## src/rtl/mux_rr_arbiter_2to1.sv

```systemverilog
// Two-requester round-robin arbiter driving a registered 2:1 mux with valid/ready on all sides.
// Optional grant counters are enabled by defining ARB_STATS_EN.
module mux_rr_arbiter_2to1 #(
  parameter int DATA_W = 8,
  parameter int CNT_W  = 16
) (
  input  logic              clk,
  input  logic              rst_n,
  input  logic              in0_valid,
  input  logic [DATA_W-1:0] in0_data,
  output logic              in0_ready,
  input  logic              in1_valid,
  input  logic [DATA_W-1:0] in1_data,
  output logic              in1_ready,
  output logic              out_valid,
  output logic [DATA_W-1:0] out_data,
  output logic              out_sel,
  input  logic              out_ready
`ifdef ARB_STATS_EN
  ,
  input  logic              stats_clr,
  output logic [CNT_W-1:0]  grant_cnt0,
  output logic [CNT_W-1:0]  grant_cnt1
`endif
);

  typedef enum logic {
    EMPTY = 1'b0,
    FULL  = 1'b1
  } state_t;

  state_t            state;
  state_t            state_nxt;
  logic              last_grant;
  logic              load_en;
  logic              grant_vld;
  logic              grant;
  logic              xfer;
  logic [DATA_W-1:0] out_data_r;
  logic              out_sel_r;

  always_ff @(posedge clk or negedge rst_n) begin
    if (!rst_n) begin
      state <= EMPTY;
    end else begin
      state <= state_nxt;
    end
  end

  always_comb begin
    state_nxt = state;
    load_en   = (state == EMPTY) || out_ready;
    grant_vld = in0_valid || in1_valid;
    grant     = 1'b0;
    if (in0_valid && in1_valid) begin
      grant = ~last_grant;
    end else if (in1_valid) begin
      grant = 1'b1;
    end
    xfer      = load_en && grant_vld;
    // Readys are held low while in reset so no acceptance is signalled for a word that cannot load.
    in0_ready = rst_n && xfer && !grant && in0_valid;
    in1_ready = rst_n && xfer &&  grant && in1_valid;
    if (xfer) begin
      state_nxt = FULL;
    end else if (state == FULL && out_ready) begin
      state_nxt = EMPTY;
    end
  end

  always_ff @(posedge clk or negedge rst_n) begin
    if (!rst_n) begin
      out_data_r <= '0;
      out_sel_r  <= 1'b0;
      last_grant <= 1'b1;
    end else if (xfer) begin
      out_data_r <= grant ? in1_data : in0_data;
      out_sel_r  <= grant;
      last_grant <= grant;
    end
  end

  assign out_valid = (state == FULL);
  assign out_data  = out_data_r;
  assign out_sel   = out_sel_r;

`ifdef ARB_STATS_EN
  logic [CNT_W-1:0] cnt0;
  logic [CNT_W-1:0] cnt1;

  // Clear takes priority over a same-cycle transfer; counters stick at all-ones.
  always_ff @(posedge clk or negedge rst_n) begin
    if (!rst_n) begin
      cnt0 <= '0;
      cnt1 <= '0;
    end else if (stats_clr) begin
      cnt0 <= '0;
      cnt1 <= '0;
    end else if (xfer) begin
      if (!grant && cnt0 != '1) cnt0 <= cnt0 + CNT_W'(1);
      if ( grant && cnt1 != '1) cnt1 <= cnt1 + CNT_W'(1);
    end
  end

  assign grant_cnt0 = cnt0;
  assign grant_cnt1 = cnt1;
`endif

endmodule

```

## config.mk

```make
export PLATFORM = sky130hd
export DESIGN_NAME = mux_rr_arbiter_2to1
export DESIGN_NICKNAME = d
export VERILOG_FILES = /design/src/rtl/mux_rr_arbiter_2to1.sv
export SDC_FILE = /design/constraint.sdc
export NUM_CORES = 1
export LEC_CHECK = 0
export CORE_MARGIN = 5
export CORE_UTILIZATION = 35
export CTS_BUF_LIST = sky130_fd_sc_hd__clkbuf_4 sky130_fd_sc_hd__clkbuf_8
export DETAILED_ROUTE_END_ITERATION = 8
export GPL_ROUTABILITY_DRIVEN = 0
export PLACE_DENSITY = 0.76
export SLEW_MARGIN = 30
export SYNTH_ARGS = -nofsm -noshare
export SYNTH_HDL_FRONTEND = slang
export SYNTH_SLANG_ARGS = --single-unit
```

## constraint.sdc

```tcl
create_clock -name clk -period 2.2 [get_ports clk]
set_clock_uncertainty 0.05 [all_clocks]
set_input_delay 0.44 -clock clk [delete_from_list [all_inputs] [get_ports clk]]
set_output_delay 0.44 -clock clk [all_outputs]
set_load 0.02 [all_outputs]
```

==> reports/results.ini, run 1 <==
[status]
status=completed

[die]
core_sq_um=1510
die_h_microns=49.7
dieArea_sq_um=2470
die_w_microns=49.7
pin_count=33
start_util_pct=36.6
placementRows=14

[clock_tree]
worstSkewPairLatency_ns=0.26
cts.path.max_buffers=2
cts_made_buffers=3
clockRootBuffer=clkbuf_4
htree_levels=1
path_clk_slew_ns=0.06
clock_sink_count=11
cts_hold_buffers=0
cts_tree=done

[synthesis]
yosysWarningCount=0
synth_top_cell_by_area=dfrtp_1
ys.flop_type=dfrtp_1
synthCells=62
yosysUniqueCellTypes=20
synth-async-reset-ratio_pct=100
synth_area_leaders=dfrtp_1, nand2_1, a31oi_1
synth_nets=83
ys_ff_latch=11
synth_edf_count=0
yosysTopAreaCellShare_pct=45.4
yosysSeqAreaShare_pct=50.1
syn_area_per_cell_sq_um=8.90
synth_area_sq_um=552

[grt]
grt_overflow=0
grt_max_degree=12
grt_usage_pct=13.3
antenna_found_initial=0
grt_pass1_wl_mm=2.59
grt_pass1_vias=551

[routing]
vias=587
wl_per_cell_microns=13.2
drt-total-wl_mm=1.54
drc=0
drtIter0Drc=13
first_pass_iters=5
detail-route-antenna-nets=0
routed_via_density=5.02

[sta]
fin_crit_sh_pct=96.1
slew_headroom_pct=78.4
finalHoldViolations=0
slew_viol_final=0
finalSetupViolCount=0
tightest_slew_ns=0.323
post-route-min-period_ns=2.12
fmax_mhz=473
rsz0062_at_grt=no

[critical_path]
startpoint_type=input port
reg2regPathDepth=5
critical_path_required_ns=1.71
endpoint_kind=output pin
worstPathArrival_ns=1.63
crit_fanout=2
path_class=in -> out

[final_layout]
instances_no_fill=117
syn2layout_area_growth_pct=71.2
final_core_util_pct=62.7
fin_nets=123
diodes=0
regArea_sq_um=277
n_fill_cell=136
drive_gt1_share_pct=15.8
multi_input_area_sq_um=236

[run]
drv_cap=0

[power_and_ir_drop]
ir_drop_uv=308
power_leakage_uw=0.000410
power.density_nw_per_um2=668

[hold_path]
hold_depth=2
holdCritPathClass=reg -> reg

[placed_design]
port_buffers=32
dp_hpwl_mm=1.16
dpl.cell_count=112

[cells in the mapped netlist, types with 2 or more instances]
library cell,count
nand2_1,17
nand2b_1,2
buf_6,2
a31oi_1,8
dfrtp_1,10
a21oi_1,9
[flip-flops by register name, indices dropped and copies added (netlist names)]
signal / count
out_sel: 1
out_data: 8
last_grant: 1
out_valid: 1
[metrics by stage]
stage,hold slack [ns],area (sq um),setup WS [ns],TNS (ns),total power [uW]
after floorplan,0.0944,552,0.424,0,366
after global routing,0.505,945,0.0143,0,675
after CTS,0.478,937,0.0182,0,638
after global placement,0.469,910,-0.217,-0.422,484
final,0.474,945,0.0848,0,631
after detailed placement,0.465,910,-0.255,-0.497,488
[critical path: stages]
cell             delay [ns]
clkdlybuf4s50_1        0.48
a21boi_1               0.21
and3_1                 0.17
dlygate4sd2_1          0.33
[layout make-up]
| class | instances | share of cell area (%) |
|---|---|---|
| clock buffer | 4 | 3.18 |
| multi-input combinational | 45 | 25.0 |
| timing repair buffer | 40 | 40.0 |
| tap | 16 | 2.12 |
| sequential | 11 | 29.3 |
| inverter | 1 | 0.397 |
[routing by layer]
layer	up-vias	share of wire [%]	track usage (%)
li1	293	-	-
met1	267	43	17.1
met2	27	45	20.6
met3	0	11	5.12
met4	0	0	3.93
met5	-	0	0
[cell usage in the layout (no fill, tap or decap), drive strengths merged, types with 2 or more instances in the layout]
master,netlist,layout
dfrtp,10,10
nand2,17,17
a21oi,9,9
clkbuf,1,4
a31oi,9,9
dlygate4sd2,0,2
clkdlybuf4s50,0,30
nand2b,2,2
buf,4,8
[power by group]
part           internal, uW  total (uW)  switching [uW]  leakage [uW]
combinational           121         229             107      0.000270
sequential              238         257            19.3      0.000122
clock                  82.4         145            62.8     0.0000184
total                   441         631             189      0.000410
[cell families after synthesis]
group / Yosys count / synth area share (%)
AND/OR/NAND/NOR: 24 / 19.3
AO/OA/AOI/OAI: 21 / 23.6
flip-flops: 11 / 50.1
buffers and inverters: 6 / 7.03
[final timing paths]
path                            startpoint          end  slack, ns
worst max-delay path             in1_valid    in1_ready       0.08
worst min-delay path               out_sel      out_sel       0.47
worst max register to register  last_grant  out_data[4]       0.94
worst min register to register     out_sel      out_sel       0.47
max in group asynchronous            rst_n   last_grant       1.41
min in group asynchronous            rst_n  out_data[4]       0.50
[timing repair]
| item | 4_1_cts | 5_1_grt |
|---|---|---|
| setup endpoints to repair | 2 | 1 |
| setup buffers | 0 | 1 |
| resized for setup | 3 | 0 |
(Power assumes the default switching activity.)
==> run 2: changes to the inputs <==
Settings changed: CTS_CLUSTER_SIZE set to 40.
==> results of run 2 <==
The final DEF is identical to that of run 1; final timing and power are the same.
==> run 3: changes to the inputs <==
Settings changed: SLEW_MARGIN 30 to 25.
==> results of run 3 <==
The final DEF is identical to that of run 1; final timing and power are the same.
